### src/rtl/framing_pkg.sv
// rtl/framing_pkg.sv - shared framing byte codes and receive-state encoding
package framing_pkg;

    localparam logic [7:0] ESCAPE_BYTE = 8'h7F;
    localparam logic [7:0] START_BYTE  = 8'h7D;
    localparam logic [7:0] STOP_BYTE   = 8'h7E;

    typedef enum logic [1:0] {
        IDLE = 2'd0,
        DATA = 2'd1,
        ESC  = 2'd2
    } frame_state_t;

endpackage

### src/rtl/frame_decoder.sv
// rtl/frame_decoder.sv - byte stream to AXI-Stream frame decoder (hunt, de-escape, strip START/STOP)
module frame_decoder
    import framing_pkg::*;
#(
    parameter int MAX_LEN = 256
) (
    input  logic       aclk,
    input  logic       areset,
    input  logic       target_tvalid,
    output logic       target_tready,
    input  logic [7:0] target_tdata,
    output logic       initiator_tvalid,
    input  logic       initiator_tready,
    output logic [7:0] initiator_tdata,
    output logic       initiator_tlast,
    output logic       initiator_tuser,
    output logic       stat_frame_ok,
    output logic       stat_frame_err
);

    localparam int CW = $clog2(MAX_LEN + 1);

    frame_state_t state_q, state_d;
    logic          hold_valid_q, hold_valid_d;
    logic [7:0]    hold_data_q, hold_data_d;
    logic [CW-1:0] count_q, count_d;

    logic accept;
    logic payload;
    logic emit, emit_last, emit_user;
    logic pulse_ok, pulse_err;

    assign target_tready = !areset && (!initiator_tvalid || initiator_tready);
    assign accept        = target_tvalid && target_tready;

    always_comb begin
        state_d      = state_q;
        hold_valid_d = hold_valid_q;
        hold_data_d  = hold_data_q;
        count_d      = count_q;
        payload      = 1'b0;
        emit         = 1'b0;
        emit_last    = 1'b0;
        emit_user    = 1'b0;
        pulse_ok     = 1'b0;
        pulse_err    = 1'b0;

        if (accept) begin
            case (state_q)
                IDLE: begin
                    if (target_tdata == START_BYTE) begin
                        state_d      = DATA;
                        hold_valid_d = 1'b0;
                        count_d      = '0;
                    end
                end
                DATA: begin
                    if (target_tdata == ESCAPE_BYTE) begin
                        state_d = ESC;
                    end else if (target_tdata == STOP_BYTE) begin
                        emit         = hold_valid_q;
                        emit_last    = 1'b1;
                        pulse_ok     = hold_valid_q;
                        hold_valid_d = 1'b0;
                        count_d      = '0;
                        state_d      = IDLE;
                    end else if (target_tdata == START_BYTE) begin
                        // Abort: close the open frame as errored and start the new one in place.
                        emit         = hold_valid_q;
                        emit_last    = 1'b1;
                        emit_user    = 1'b1;
                        pulse_err    = hold_valid_q;
                        hold_valid_d = 1'b0;
                        count_d      = '0;
                    end else begin
                        payload = 1'b1;
                    end
                end
                ESC: begin
                    payload = 1'b1;
                    state_d = DATA;
                end
                default: state_d = IDLE;
            endcase
        end

        if (payload) begin
            if (count_q == CW'(MAX_LEN)) begin
                // Overflow: hold is necessarily occupied since MAX_LEN >= 1.
                emit         = 1'b1;
                emit_last    = 1'b1;
                emit_user    = 1'b1;
                pulse_err    = 1'b1;
                hold_valid_d = 1'b0;
                count_d      = '0;
                state_d      = IDLE;
            end else begin
                emit         = hold_valid_q;
                hold_data_d  = target_tdata;
                hold_valid_d = 1'b1;
                count_d      = count_q + CW'(1);
            end
        end
    end

    always_ff @(posedge aclk) begin
        if (areset) begin
            state_q          <= IDLE;
            hold_valid_q     <= 1'b0;
            hold_data_q      <= 8'h00;
            count_q          <= '0;
            initiator_tvalid <= 1'b0;
            initiator_tdata  <= 8'h00;
            initiator_tlast  <= 1'b0;
            initiator_tuser  <= 1'b0;
            stat_frame_ok    <= 1'b0;
            stat_frame_err   <= 1'b0;
        end else begin
            state_q        <= state_d;
            hold_valid_q   <= hold_valid_d;
            hold_data_q    <= hold_data_d;
            count_q        <= count_d;
            stat_frame_ok  <= pulse_ok;
            stat_frame_err <= pulse_err;
            // emit only happens on accept, which already implies the output slot is free.
            if (emit) begin
                initiator_tvalid <= 1'b1;
                initiator_tdata  <= hold_data_q;
                initiator_tlast  <= emit_last;
                initiator_tuser  <= emit_user;
            end else if (initiator_tready) begin
                initiator_tvalid <= 1'b0;
            end
        end
    end

endmodule

### config.mk
export PLATFORM = sky130hd
export DESIGN_NAME = frame_decoder
export DESIGN_NICKNAME = d
export VERILOG_FILES = /design/src/rtl/framing_pkg.sv /design/src/rtl/frame_decoder.sv
export SDC_FILE = /design/constraint.sdc
export NUM_CORES = 1
export LEC_CHECK = 0
export ABC_AREA = 0
export CORE_AREA = 2 2 54 69
export CTS_CLUSTER_DIAMETER = 150
export CTS_CLUSTER_SIZE = 8
export DETAILED_ROUTE_END_ITERATION = 8
export DIE_AREA = 0 0 56 71
export PLACE_DENSITY_LB_ADDON = 0.25
export REMOVE_ABC_BUFFERS = 1
export SLEW_MARGIN = 10
export SYNTH_ARGS = -nofsm -noshare
export SYNTH_HDL_FRONTEND = slang
export SYNTH_SLANG_ARGS = --single-unit
export TNS_END_PERCENT = 1
### constraint.sdc
create_clock -name aclk -period 2.55 [get_ports aclk]
set_input_delay 0.6375 -clock aclk [delete_from_list [all_inputs] [get_ports aclk]]
set_output_delay 0.6375 -clock aclk [all_outputs]
set_load 0.02 [all_outputs]
== Word level (Yosys, flattened, before mapping) ==
Index checks and enable logic that the tools add are counted.
Widths: inputs -> output; s select.

* Add/sub/neg operators: 1
* Equal/unequal tests: 7
* Mux-type cells: 54
* Bitwise gates (word level): 4
* Reduce and logical (&&, ||, !) cells: 12

{| class="wikitable"
|+ Operators with widths
! kind !! number
|-
| $mux 9 || 6
|-
| $mux 1 || 38
|-
| $eq 8x7->1 const B || 3
|-
| $pmux 9 s2 || 1
|-
| $mux 2 || 6
|-
| $add 9x1->9 const B || 1
|-
| $eq 9x9->1 const B || 1
|-
| $pmux 2 s3 || 1
|-
| $reduce_or 5->1 || 1
|-
| $not 1->1 || 4
|-
| $pmux 1 s2 || 2
|-
| $reduce_bool 2->1 || 2
|-
| $ne 3x3->1 const B || 1
|-
| $reduce_and 3->1 || 1
|-
| $reduce_bool 3->1 || 1
|-
| $eq 2x1->1 const B || 1
|-
| $eq 2x2->1 const B || 1
|-
| $logic_and 1x1->1 || 2
|-
| $logic_not 1->1 || 2
|-
| $logic_not 2->1 || 1
|-
| $reduce_and 2->1 || 1
|-
| $logic_or 1x1->1 || 1
|}

* Register bits: 33
* Output and inout port bits: 14

== Longest topological paths before layout ==
* Word-level depth: 8
* Gate-level depth with buffers: 9
* Gate-level depth less buffers: 7

== Worst setup path before layout ==
No wires, ideal clock.

* Path kind: input to register
* Start point: in areset
* End point: reg hold_data_q[2]
* Library setup time: 0.128 ns
* Arrival time: 1.865 ns
* Path slack: 0.557 ns
* Stages on the path: 7
* Buffers on the path: 3
* Cells stage by stage: buf_2 > nand3b_2 > nor4_4 > buf_6 > buf_6 > mux2i_1 > nor2_1

* Word-level cells in the longest chain between the ends: 5

{| class="wikitable"
|+ Ends and longest elaborated chain
! item !! RTL line !! text
|-
| start, declared || frame_decoder.sv:8 || <nowiki>input logic areset,</nowiki>
|-
| $logic_not 1->1 || frame_decoder.sv:33 || <nowiki>assign target_tready = !areset && (!initiator_tvalid || initiator_tready);</nowiki>
|-
| $logic_and 1x1->1 || frame_decoder.sv:33 ||
|-
| $logic_and 1x1->1 || frame_decoder.sv:34 || <nowiki>assign accept = target_tvalid && target_tready;</nowiki>
|-
| $mux 1 || frame_decoder.sv:48 || <nowiki>if (accept) begin</nowiki>
|-
| $reduce_and 2->1 (no line) || - ||
|-
| end signal, assigned || frame_decoder.sv:121 || <nowiki>hold_data_q <= hold_data_d;</nowiki>
|-
| end, declared || frame_decoder.sv:25 || <nowiki>logic [7:0] hold_data_q, hold_data_d;</nowiki>
|}

Parallel ways exist; a longest one is shown, timed or not.
A chain may end at the register's enable or synchronous reset.

== Final worst setup path ==
* Start point: in target_tdata[5]
* End point: reg initiator_tdata[2]

* Word-level cells in the longest chain between the ends: 7

{| class="wikitable"
|+ Ends and longest elaborated chain
! item !! RTL line !! text
|-
| start, declared || frame_decoder.sv:11 || <nowiki>input logic [7:0] target_tdata,</nowiki>
|-
| $eq 8x7->1 || frame_decoder.sv:67 || <nowiki>end else if (target_tdata == START_BYTE) begin</nowiki>
|-
| $mux 1 || frame_decoder.sv:67 ||
|-
| $mux 1 || frame_decoder.sv:60 || <nowiki>end else if (target_tdata == STOP_BYTE) begin</nowiki>
|-
| $mux 1 || frame_decoder.sv:58 || <nowiki>if (target_tdata == ESCAPE_BYTE) begin</nowiki>
|-
| $pmux 1 s2 or $mux 1 (tied branches) || frame_decoder.sv:49 || <nowiki>case (state_q)</nowiki>
|-
| $mux 1 || frame_decoder.sv:48 ||
|-
| $mux 1 * || frame_decoder.sv:87 || <nowiki>if (payload) begin</nowiki>
|-
| end signal, assigned || frame_decoder.sv:128 || <nowiki>initiator_tdata <= hold_data_q;</nowiki>
|-
| end, declared || frame_decoder.sv:14 || <nowiki>output logic [7:0] initiator_tdata,</nowiki>
|}

Mark *: on every way between the ends. The rest lies on a longest branch, timed or not.

==> results.json <==
{
  "cts_tree": "built",
  "critPathLaunch": "target_tdata[5]",
  "fin_hold_ws_ns": 0.468,
  "layout-drive-gt1-share_pct": 16.9,
  "wl_per_cell_um": 15.8,
  "vias_per_cell": 5.89,
  "post-route-period-util_pct": 89.1,
  "globalRouteMet1Util_pct": 24.4,
  "yosysTopAreaCellShare_pct": 38.5,
  "syn_inst": 181,
  "synthFlopType": "dfxtp_1",
  "swShare_pct": 21.7,
  "r2r_cells": 9,
  "skew_ns": 0.00620,
  "met3_usage_pct": 6.58,
  "grt_setup_unrepaired": "no",
  "startpoint_type": "input pin",
  "r2r_end": "hold_data_q[1]$_SDFFE_PP0P_",
  "crit_type": "in2reg",
  "initial_utilization_pct": 51.0,
  "cap_violations": 0,
  "grt_max_degree": 17,
  "ioPinCount": 26,
  "ys_seq_elements": 33,
  "grt_pass1_wl_um": 6780,
  "drtIter0Drc": 18,
  "die_h_um": 71,
  "dp_hpwl_um": 3000,
  "cp.arrival_ns": 2.49,
  "drv_slew": 0,
  "timing.slew.headroom_pct": 58.7,
  "layout.nets": 236,
  "gp_congestion": 0.850,
  "power_switching_mw": 0.219,
  "antenna_found_initial": 0,
  "diodes": 0,
  "comb_power_share_pct": 6.5,
  "firstDrtPassIters": 4,
  "r2r-start": "count_q[0]$_SDFFE_PP0P_",
  "htreeDepth": 2,
  "synthTopCellsByArea": "dfxtp_1 39%, mux2i_1 4.7%, ha_1 4.4%, nor2_1 4.2%, nand3_1 3.8%",
  "ant_nets": 0,
  "clkPwrFrac_pct": 42.5,
  "hold_path_class": "reg2reg",
  "row_count": 24,
  "die_w_um": 56,
  "cts_sinks": 33,
  "synth_seq_area_share_pct": 38.5,
  "post-place-ws_ns": -0.0242,
  "ys_types": 49,
  "cp.required_ns": 2.77,
  "gr-total-overflow": 0,
  "top_usage_layer": "met2",
  "synth.avg_cell_area_um2": 9.47,
  "setup_viol": 0,
  "sequentialPowerShare_pct": 51.0,
  "io_buffers": 25,
  "ctsRootBufferMaster": "clkbuf_8",
  "die_area_um2": 3980,
  "worst_pin_slew_ns": 0.615,
  "core-area_um2": 3360,
  "remaining_drc_errors": 0,
  "worstSkewPairLatency_ns": 0.29,
  "end_kind": "flop",
  "numCtsBuffers": 5,
  "first_global_vias": 1464,
  "vdd_drop_max_mv": 0.427,
  "p_leak_nw": 0.814,
  "track_usage_pct": 22.0,
  "finalHoldViolCount": 0,
  "area_delta_synth_final_pct": 26.8,
  "power.density_nw_per_um2": 465,
  "num_vias": 1519,
  "finalCriticalPeriod_ns": 2.27,
  "async_flop_share_pct": 0,
  "crit_fanout": 8,
  "yosys_warnings": 0,
  "intPower_mw": 0.791,
  "rrSetupSlack_ns": 0.46,
  "cts.clk_slew.worst_paths_ns": 0.07,
  "synth_edf_count": 0,
  "met2_usage_pct": 37.0,
  "outcome": "complete, no violations",
  "yosysTopAreaCell": "dfxtp_1",
  "crit_end": "initiator_tdata[2]$_SDFFE_PP0P_",
  "synth_area_um2": 1710,
  "setup_slack_ns": 0.278,
  "cts_buffer_depth": 2,
  "fmax_mhz": 440,
  "cts_setup_buffers": 0,
  "drt-total-wl_um": 4070,
  "postLayoutCoreUtil_pct": 64.6
}
[cell families after synthesis]
logic type | after synthesis | share of synthesized area, %
simple gates | 62 | 23.0
compound gates | 53 | 22.8
flops | 33 | 38.5
buf+inv | 16 | 5.11
mux | 8 | 4.67
fa+ha+maj | 6 | 4.38
xor+xnor | 3 | 1.53
[cells in the final DEF, fill, tap and decap left out, types with 2 or more instances in the layout]
cell,netlist,layout
a21bo_1,2,2
o21ai_1,3,3
a22o_1,3,3
nor3_1,4,4
buf_4,0,13
o21ai_0,9,9
ha_1,6,6
clkbuf_8,0,7
and3_1,3,3
a31oi_1,2,2
nor4_4,2,2
nor2b_1,5,5
mux2i_1,8,8
nand2b_1,2,2
a21oi_1,11,11
nand2_1,5,5
xnor2_1,2,2
nor2_1,19,19
a221o_1,3,3
nand3_1,13,13
o21a_1,3,3
inv_1,7,7
nor4b_2,2,2
clkdlybuf4s50_1,0,24
o22ai_1,2,2
dfxtp_1,33,33
[layer usage]
| layer | share of wire (%) | vias up |
|---|---|---|
| met1 | 41 | 733 |
| met4 | 3.2 | 0 |
| met3 | 3.0 | 13 |
| met5 | 0 | - |
| li1 | - | 742 |
| met2 | 53 | 31 |
[state kept, by name (all words and copies together) (netlist names)]
register,count
stat_frame_err,1
stat_frame_ok,1
hold_data_q,8
state_q,2
initiator_tvalid,1
count_q,9
initiator_tuser,1
initiator_tdata,8
initiator_tlast,1
hold_valid_q,1
[worst min-delay path by stage]
stage | from | endpoint | cells after the start
2_1_floorplan | hold_data_q[0]$_SDFFE_PP0P_ | initiator_tdata[0]$_SDFFE_PP0P_ | 2
3_3_place_gp | hold_data_q[3]$_SDFFE_PP0P_ | initiator_tdata[3]$_SDFFE_PP0P_ | 2
3_5_place_dp | hold_data_q[3]$_SDFFE_PP0P_ | initiator_tdata[3]$_SDFFE_PP0P_ | 2
4_1_cts | hold_data_q[3]$_SDFFE_PP0P_ | initiator_tdata[3]$_SDFFE_PP0P_ | 2
5_1_grt | hold_data_q[0]$_SDFFE_PP0P_ | initiator_tdata[0]$_SDFFE_PP0P_ | 2
6_report | hold_data_q[5]$_SDFFE_PP0P_ | initiator_tdata[5]$_SDFFE_PP0P_ | 2
[power groups by stage]
stage / clock [mW] / combinational (mW) / sequential (mW)
3_3_place_gp: 0 / 0.0632 / 0.527
4_1_cts: 0.439 / 0.0652 / 0.515
5_1_grt: 0.461 / 0.0694 / 0.515
3_5_place_dp: 0 / 0.0650 / 0.527
2_1_floorplan: 0 / 0.0195 / 0.527
6_report: 0.430 / 0.0653 / 0.515
[cell usage after synthesis, types with 2 or more instances]
cell      number
a21bo_1        2
a21oi_1       11
a221o_1        3
a22o_1         3
a31oi_1        2
and3_1         3
buf_2          4
buf_6          3
clkbuf_1       2
dfxtp_1       33
ha_1           6
inv_1          7
mux2i_1        8
nand2_1        5
nand2b_1       2
nand3_1       13
nor2_1        19
nor2b_1        5
nor3_1         4
nor4_4         2
nor4b_2        2
o21a_1         3
o21ai_0        9
o21ai_1        3
o22ai_1        2
xnor2_1        2
[stage by stage]
stage | area (µm²) | cells | TNS, ns | total power, mW
2_1_floorplan | 1650 | 172 | 0 | 0.546
3_3_place_gp | 2070 | 250 | 0 | 0.590
3_5_place_dp | 2070 | 250 | -0.107 | 0.592
4_1_cts | 2170 | 258 | 0 | 1.02
5_1_grt | 2170 | 258 | 0 | 1.05
6_report | 2170 | 258 | 0 | 1.01
[layout make-up]
type	instances	area (µm²)
clock buffer	7	96.3
clock inverter	1	5.00
fill	279	1190
inverter	7	26.3
multi-input combinational	132	966
sequential	33	661
tap	39	48.8
timing repair buffer	39	370
[worst max-delay path, stage by stage]
cell and delay (ns):
clkdlybuf4s50_1 0.54, nand4b_4 0.13, nor4_4 0.41, o22a_1 0.42, o21ai_0 0.17, a21oi_1 0.18
[what timing repair did]
| action | CTS | global route |
|---|---|---|
| hold buffers | 0 | 0 |
| resized for setup | 0 | 1 |
| endpoints found under the setup margin | 0 | 1 |
Power figures use the tool's default switching activity.
